### config.mk
export PLATFORM = sky130hd
export DESIGN_NAME = dcba_step_counter
export DESIGN_NICKNAME = d
export VERILOG_FILES = /design/src/rtl/dcba_step_counter.sv
export SDC_FILE = /design/constraint.sdc
export NUM_CORES = 1
export LEC_CHECK = 0
export ABC_AREA = 1
export CAP_MARGIN = 10
export CORE_AREA = 2 2 39 41
export CTS_BUF_LIST = sky130_fd_sc_hd__clkbuf_8 sky130_fd_sc_hd__clkbuf_16
export DETAILED_ROUTE_END_ITERATION = 10
export DIE_AREA = 0 0 41 43
export GPL_ROUTABILITY_DRIVEN = 0
export PLACE_DENSITY_LB_ADDON = 0.3
export SYNTH_ARGS = -nofsm -noshare
export SYNTH_HDL_FRONTEND = slang
export SYNTH_SLANG_ARGS = --single-unit
### constraint.sdc
create_clock -name clk -period 3.55 [get_ports clk]
set_input_delay 0.71 -clock clk [delete_from_list [all_inputs] [get_ports clk]]
set_output_delay 0.71 -clock clk [all_outputs]
set_load 0.03 [all_outputs]
### src/rtl/dcba_step_counter.sv
// dcba_step_counter: 4-bit up/down modulo-MOD code generator with prescaled
// run mode, single-step, synchronous load and a one-cycle wrap pulse.
// dcba is taken straight from a flop so the combinational Gray converter
// downstream never sees glitches.
module dcba_step_counter #(
    parameter int MOD = 16,
    parameter int DIV = 1
) (
    input  logic       clk,
    input  logic       rst_n,
    input  logic       start,
    input  logic       stop,
    input  logic       step,
    input  logic       up,
    input  logic       load,
    input  logic [3:0] load_val,
    output logic [3:0] dcba,
    output logic       tc,
    output logic       busy
);

    localparam int            PW    = (DIV > 1) ? $clog2(DIV) : 1;
    localparam logic [3:0]    TOP   = 4'(MOD - 1);
    localparam logic [4:0]    MODW  = 5'(MOD);
    localparam logic [PW-1:0] PLAST = PW'(DIV - 1);

    typedef enum logic [1:0] {
        IDLE,
        RUN,
        SINGLE
    } state_t;

    state_t        state, state_nx;
    logic [PW-1:0] psc, psc_nx;
    logic [3:0]    dcba_nx;
    logic          tc_nx;
    logic          advance;

    // Next-state logic: start beats step in IDLE, stop beats start in RUN,
    // SINGLE always lasts one cycle.
    always_comb begin
        state_nx = state;
        unique case (state)
            IDLE: begin
                if (start)     state_nx = RUN;
                else if (step) state_nx = SINGLE;
            end
            RUN: begin
                if (stop)      state_nx = IDLE;
            end
            SINGLE: begin
                state_nx = IDLE;
            end
            default: state_nx = IDLE;
        endcase
    end

    // Datapath: load overrides any advance; prescaler only runs while staying in RUN.
    always_comb begin
        advance = ((state == RUN) && (psc == PLAST)) || (state == SINGLE);
        dcba_nx = dcba;
        tc_nx   = 1'b0;
        psc_nx  = '0;
        if (load) begin
            dcba_nx = ({1'b0, load_val} < MODW) ? load_val : TOP;
        end else begin
            if (advance) begin
                if (up) begin
                    if (dcba == TOP) begin
                        dcba_nx = '0;
                        tc_nx   = 1'b1;
                    end else begin
                        dcba_nx = dcba + 4'd1;
                    end
                end else begin
                    if (dcba == '0) begin
                        dcba_nx = TOP;
                        tc_nx   = 1'b1;
                    end else begin
                        dcba_nx = dcba - 4'd1;
                    end
                end
            end
            if ((state == RUN) && (state_nx == RUN)) begin
                psc_nx = (psc == PLAST) ? '0 : psc + PW'(1);
            end
        end
    end

    // State and output registers; busy mirrors next-state==RUN.
    always_ff @(posedge clk or negedge rst_n) begin
        if (!rst_n) begin
            state <= IDLE;
            psc   <= '0;
            dcba  <= '0;
            tc    <= 1'b0;
            busy  <= 1'b0;
        end else begin
            state <= state_nx;
            psc   <= psc_nx;
            dcba  <= dcba_nx;
            tc    <= tc_nx;
            busy  <= (state_nx == RUN);
        end
    end

endmodule

Yosys cells after proc, flatten, opt, wreduce, memory -nomap -nowiden
Index checks and enable logic that the tools add are counted.
{"block": "op_classes", "eq_ne": 4, "bitwise": 1, "reduce_logical": 6, "addsub": 3, "n_mux": 17}
{"op": "4-bit 2-to-1 mux", "count": 5}
{"op": "1-bit 2-to-1 mux", "count": 8}
{"op": "2-bit 2-to-1 mux", "count": 3}
{"op": "4-bit by 1-bit adder with 4-bit output (second input constant)", "count": 1}
{"op": "2-bit by 1-bit equality test with 1-bit output (second input constant)", "count": 2}
{"op": "4-bit equality test (second input constant)", "count": 1}
{"op": "4-bit zero test", "count": 1}
{"op": "2-bit one-hot mux with 2 select lines", "count": 1}
{"op": "4-bit by 1-bit subtractor with 4-bit output (second input constant)", "count": 1}
{"op": "2-bit equality test (second input constant)", "count": 1}
{"op": "1-bit logical AND", "count": 2}
{"op": "2-bit zero test", "count": 1}
{"op": "2-bit nonzero test", "count": 1}
{"op": "1-bit adder (second input constant)", "count": 1}
{"op": "1-bit logical OR", "count": 1}
{"op": "1-bit inverter", "count": 1}
{"block": "word_totals", "out_inout_bits": 6, "reg_bits": 9, "input_bits": 11}

Longest topological paths before layout
Gate-level depths: netlist of the first run.
{"block": "logic_depth", "word_depth": 7, "mapped_depth": 8, "ltp_nobuf": 8}

Worst setup path after synthesis of the first run
No wires, ideal clock.
{"block": "synth_timing", "path_kind": "flip-flop to flip-flop", "start": "register dcba[0]", "end": "register dcba[3]", "t_arrival_ps": 1272, "path_stages_with_launch": 9, "slack_ps": 2156, "period_less_slack_ps": 1394, "required_ps": 3428, "setup_time_ps": 122, "path_cell_list": "dfrtp_1 > inv_1 > ha_1 > a21oi_1 > nand2_1 > nand3_1 > nand2_1 > nand2_1 > nand2_1"}
{"block": "synth_via", "elab_chain_len": 5, "word_cells_on_any_way": 9, "classes_between": "2 x add/sub; 1 x eq/ne; 5 x mux; 1 x reduce/logical"}
{"element": "from (decl)", "line": "17", "text": "output logic [3:0] dcba,"}
{"element": "from (signal assigned)", "line": "101", "text": "dcba <= dcba_nx;"}
{"element": "4-bit by 1-bit subtractor with 4-bit output, or another cell as far along", "line": "80", "text": "dcba_nx = dcba - 4'd1;"}
{"element": "4-bit 2-to-1 mux (on tied branches)", "line": "76, 69"}
{"element": "4-bit 2-to-1 mux *", "line": "68", "text": "if (up) begin"}
{"element": "4-bit 2-to-1 mux *", "line": "67", "text": "if (advance) begin"}
{"element": "4-bit 2-to-1 mux *", "line": "64", "text": "if (load) begin"}
Mark *: on every way between the ends. The rest lies on a longest branch, timed or not. The select of a mux whose other input is x is not followed.
A chain may end at the register's enable or synchronous reset.

Worst setup path after layout of the first run
{"block": "layout_timing", "start": "register dcba[2]", "end": "output port dcba[2]"}
No word-level cell between the ends.

==> results of run 1 <==
[metrics by stage]
| stage | std cells | instance area (µm²) |
|---|---|---|
| after floorplan | 67 | 507 |
| after global routing | 102 | 728 |
| final | 102 | 728 |
| after detailed placement | 99 | 687 |
| after global placement | 99 | 687 |
| after CTS | 102 | 728 |
[state kept, by name (all words and copies together) (netlist names)]
signal  count
tc          1
dcba        4
state       2
busy        1
[Yosys cell counts]
| library cell | number |
|---|---|
| ha_1 | 4 |
| a22oi_1 | 3 |
| o21ai_0 | 2 |
| xor2_1 | 2 |
| nand3_1 | 7 |
| dfrtp_1 | 8 |
| nand2_1 | 19 |
| o21ai_1 | 1 |
| a21oi_1 | 2 |
| inv_1 | 9 |
| inv_2 | 2 |
| nor2_1 | 4 |
| and3_1 | 1 |
| o211ai_1 | 3 |
[path summary, 6_finish.rpt]
| check | endpoint | cells after the start | start |
|---|---|---|---|
| worst min register to register | state[1]$_DFF_PN0_ | 2 | state[1]$_DFF_PN0_ |
| min in group asynchronous | state[1]$_DFF_PN0_ | 1 | rst_n |
| worst max-delay path | dcba[2] | 1 | dcba[2]$_DFFE_PN0P_ |
| worst min-delay path | state[1]$_DFF_PN0_ | 2 | state[1]$_DFF_PN0_ |
| worst max register to register | dcba[3]$_DFFE_PN0P_ | 8 | dcba[0]$_DFFE_PN0P_ |
| max in group asynchronous | dcba[3]$_DFFE_PN0P_ | 1 | rst_n |
[worst register-to-register path: cells and delay by family (launching register included)]
kind            cells  cell delay (ps)
simple gates        5              290
fa+ha+maj           1              240
buf+inv             1              110
compound gates      1              170
flops               1              440
[final cells by class]
type / count / area [µm²]
Clock buffer: 3 / 41.3
Fill cell: 144 / 656
Inverter: 11 / 41.3
Multi-Input combinational cell: 48 / 265
Sequential cell: 8 / 200
Tap cell: 16 / 20.0
Timing Repair Buffer: 16 / 160
[power groups by stage]
stage | combinational, W | clock (W) | sequential (W)
4_1_cts | 0.000318 | 0.000111 | 0.000178
5_1_grt | 0.000350 | 0.000115 | 0.000185
3_5_place_dp | 0.000317 | 0 | 0.000178
3_3_place_gp | 0.000312 | 0 | 0.000180
6_report | 0.000314 | 0.000108 | 0.000178
2_1_floorplan | 0.000155 | 0 | 0.000224
[cells by family after synthesis]
| group | synth area share (%) |
|---|---|
| AO/OA/AOI/OAI | 13.8 |
| AND/OR/NAND/NOR | 25.2 |
| buffers and inverters | 8.15 |
| flip-flops | 39.5 |
| adder cells (fa/ha/maj) | 9.88 |
| XOR/XNOR | 3.46 |
[metal layers]
metal | track usage, % | vias to the layer above
met5 | 0 | -
met4 | 11.3 | 0
met3 | 5.76 | 4
met2 | 26.9 | 18
met1 | 18.1 | 234
li1 | - | 257
==> out/results.tsv, run 1 <==
metric	value	unit
wl_met3	77	µm
drt_first_pass_iters	4	
syn_nets	82	
maxCapViolCount	0	
outcome	finished, final reports clean	
grt_pass1_vias	497	
cts_resized	0	
die_y	43	µm
final_nets	103	
rsz0062_at_grt	false	
synth-seq-cells	8	
syn_area	507	µm²
track_usage	17.1	%
regToRegSetupSlack	2190	ps
final_common_cell	nand2_1	
power.switching	0.000265	W
critPathBufInv	1	
critPathCaptureType	output pin	
synth.avg_cell_area	7.56	µm²
cts-hold-fix-buffers	0	
hold_path.class	reg -> reg	
seq_area_frac_synth	39.5	%
period_share	59.4	%
crit_fanout	6	
drive_above_1_share	5.81	%
p_per_area	823	mW/mm²
power.internal	0.000334	W
setup_viol	0	
core.rowCount	14	
startpoint_type	flop	
post_cts_buffers	0	
cts_sinks	8	
insertion_delay	220	ps
wl_per_cell	11.6	µm
cp_top_family	buffers and inverters	
power.leakage	0.369	nW
grt_pass1_wl	2.00	mm
fin_skew	2.29	ps
place_ws	1690	ps
port_buffers	16	
crit_type	reg -> out	
hold_ws	570	ps
totalWireLength	1.18	mm
seqPwrFrac	29.7	%
power	0.000599	W
start_util	36.6	%
dr.max_layer_used	met4	
slew-limit-headroom	76.6	%
synth_cell_types	14	
synth_largest_area_cell	dfrtp_1	
worst_slack	1440	ps
clk_pin_slew	40	ps
post-dp-hpwl	968	µm
drc	0	
finalHoldViolations	0	
areaGrowthSynthToFinish	43.7	%
synthTopCellsByArea	dfrtp_1 (40%), nand2_1 (14%), ha_1 (9.9%)	
fin_util	52.6	%
finalSetupTns	0	ps
antenna_found_initial	0	
syn_inst	67	
synth_warnings	0	
crit_chain	clkdlybuf4s50_1	
htreeDepth	1	
critPathSlowestCell	clkdlybuf4s50_1	
tritoncts	done	
cpPeakStageDelay	720	ps
peakVddDrop	0.000380	V
drtIter0Drc	16	
numCtsBuffers	3	
power_frac_comb	52.3	%
drv_slew	0	
grt_overflow	0	
fmax	0.474	GHz
vias_per_cell	5.03	
dieArea	0.00176	mm²
io_pins	17	
die_x	41	µm
final_cell_mix	nand2_1 (19), clkdlybuf4s50_1 (16), inv_1 (9), dfrtp_1 (8), nand3_1 (7)	
drt-met1-wl	458	µm
dr_total_vias	513	
cts_root_buf	clkbuf_8	
grt_max_degree	9	
p_sw_share	44.2	%
core_area	0.00138	mm²
tightest_slew	351	ps
ant_nets	0	
min_period	2110	ps
critPathArrivalTime	1400	ps
dr_wl_met2	618	µm
cts_buffer_depth	2	
antenna_cells	0	
crit_required	2840	ps
pwr-share-clk	18.0	%
yosys.area.top_type_share	39.5	%
(Power assumes the default switching activity.)
==> inputs of run 2 (changes only) <==
CORE_AREA = not set   (was 2 2 39 41)
CORE_MARGIN = 2   (was not set)
CORE_UTILIZATION = 38   (was not set)
DIE_AREA = not set   (was 0 0 41 43)
clock period = 1.8 ns   (was 3.55 ns; I/O delays follow)
==> run 2 against run 1 <==
Net effect: combinational power grew 96%; largest cell class unchanged; sequential cell count did not move; critical path depth unchanged; first-iteration DRC count is 56% lower.
==> out/results.tsv, run 2 (same netlist as run 1, synthesis figures left out) <==
metric	value	unit	change
outcome	finished, final reports clean		
start_util	39.9	%	+3.3 points
finalSetupTns	0	ps	unchanged
io_pins	17		unchanged
final_cell_mix	nand2_1 (19), clkdlybuf4s50_1 (14), inv_1 (9), dfrtp_1 (8), nand3_1 (7)		
largest_reg_flops	4		unchanged
core_area	0.00127	mm²	-8.3%
post_cts_buffers	0		unchanged
dieArea	0.00164	mm²	-6.9%
p_per_area	1600	mW/mm²	+95%
port_buffers	16		unchanged
dr_wl_met2	511	µm	-17%
dr.max_layer_used	met4		
drc	0		unchanged
drtIter0Drc	7		-9
critPathBufInv	1		unchanged
fillers	129		-10%
post-dp-hpwl	840	µm	-13%
grt_max_degree	9		unchanged
regMostFlops	dcba		
top_regs	dcba: 4 flops, state: 2 flops		
clk_pin_slew	40	ps	about the same
wl_per_cell	10.9	µm	-6.5%
cts-hold-fix-buffers	0		unchanged
numCtsBuffers	3		unchanged
areaGrowthSynthToFinish	44.4	%	
period_share	96.1	%	
peakVddDrop	0.000847	V	+120%
power	0.00117	W	+96%
min_period	1730	ps	
cts_buffer_depth	2		unchanged
antenna_cells	0		unchanged
cpPeakStageDelay	710	ps	about the same
cts_root_buf	clkbuf_8		
final_nets	103		unchanged
tritoncts	done		
wl_met3	89	µm	+16%
dr_total_vias	502		-2.1%
ant_nets	0		unchanged
insertion_delay	230	ps	about the same
power.leakage	0.391	nW	+5.9%
drive_above_1_share	5.81	%	unchanged
finalHoldViolations	0		unchanged
setup_viol	0		unchanged
tightest_slew	370	ps	+19.2 ps
fin_skew	0.570	ps	-1.72 ps
grt_pass1_vias	413		-17%
drv_slew	0		unchanged
cp_top_family	buffers and inverters		
crit_chain	clkdlybuf4s50_1		
fmax	0.578	GHz	
startpoint_type	flop		
crit_fanout	6		unchanged
critPathArrivalTime	1370	ps	-30 ps
core.rowCount	13		-1
final_common_cell	nand2_1		
drt-met1-wl	484	µm	+5.7%
hold_path.class	in -> async		
rsz0062_at_grt	false		
finalInstanceArea	732	µm²	+0.52%
crit_required	1440	ps	-1400 ps
die_y	40.5	µm	-5.8%
die_x	40.5	µm	-1.2%
critPathCaptureType	output pin		
cts_sinks	8		unchanged
slew-limit-headroom	75.3	%	-1.3 points
drt_first_pass_iters	4		unchanged
track_usage	17.4	%	+0.34 points
vias_per_cell	4.97		-1.2%
grt_pass1_wl	1.75	mm	-12%
totalWireLength	1.10	mm	-7.4%
grt_overflow	0		unchanged
htreeDepth	1		unchanged
critPathSlowestCell	clkdlybuf4s50_1		
placed_cell_area	686	µm²	-0.18%
crit_type	reg -> out		
antenna_found_initial	0		unchanged
maxCapViolCount	0		unchanged
run 2: changes by cell type in the layout (fill, tap and decap cells not counted):
cell,change
dlymetal6s2s_1,+2
clkdlybuf4s50_1,-2
run 2: worst paths after layout:
check,startpoint,to,slack (ps),cells past startpoint
min,rst_n,state[0]$_DFF_PN0_,420,1
max in group asynchronous,rst_n,state[1]$_DFF_PN0_,1120,1
min reg2reg,state[0]$_DFF_PN0_,state[0]$_DFF_PN0_,580,2
min in group clk,state[0]$_DFF_PN0_,state[0]$_DFF_PN0_,580,2
max,dcba[1]$_DFFE_PN0P_,dcba[1],70,1
max reg2reg,dcba[0]$_DFFE_PN0P_,dcba[3]$_DFFE_PN0P_,510,8
run 2: report_power, final:
part | switching (W) | total [W] | leakage [nW] | internal, W
sequential | 0.0000922 | 0.000347 | 0.101 | 0.000255
combinational | 0.000358 | 0.000614 | 0.269 | 0.000257
clock | 0.0000680 | 0.000213 | 0.0216 | 0.000145
total | 0.000518 | 0.00117 | 0.391 | 0.000656
run 2: area by class of cell:
| cell class | count | area, µm² | share of cell area [%] |
|---|---|---|---|
| timing repair buffer | 16 | 165 | 22.6 |
| clock buffer | 3 | 41.3 | 5.64 |
| sequential | 8 | 200 | 27.4 |
| multi-input combinational | 48 | 265 | 36.2 |
| inverter | 11 | 41.3 | 5.64 |
| tap | 15 | 18.8 | 2.56 |
run 2: stage by stage:
stage | utilization [%] | hold WS (ps) | setup WS (ps) | instances
final | 57.7 | 416 | 71.0 | 101
after floorplan | - | 64.4 | 406 | 67
after global placement | 54.0 | 559 | 308 | 98
after detailed placement | 54.0 | 570 | 296 | 98
after global routing | 57.7 | 430 | 8.97 | 101
after CTS | 57.3 | 424 | 45.9 | 101
run 2: layer usage:
metal	track usage, %	vias to the layer above
li1	-	259
met1	21.5	220
met2	24.2	21
met3	10.0	2
met4	7.50	0
met5	0	-
run 2: what timing repair did:
action                                 in CTS  in global routing
gates resized for setup                     0                  2
setup endpoints to repair                   0                  2
endpoints found under the hold margin       0                  0
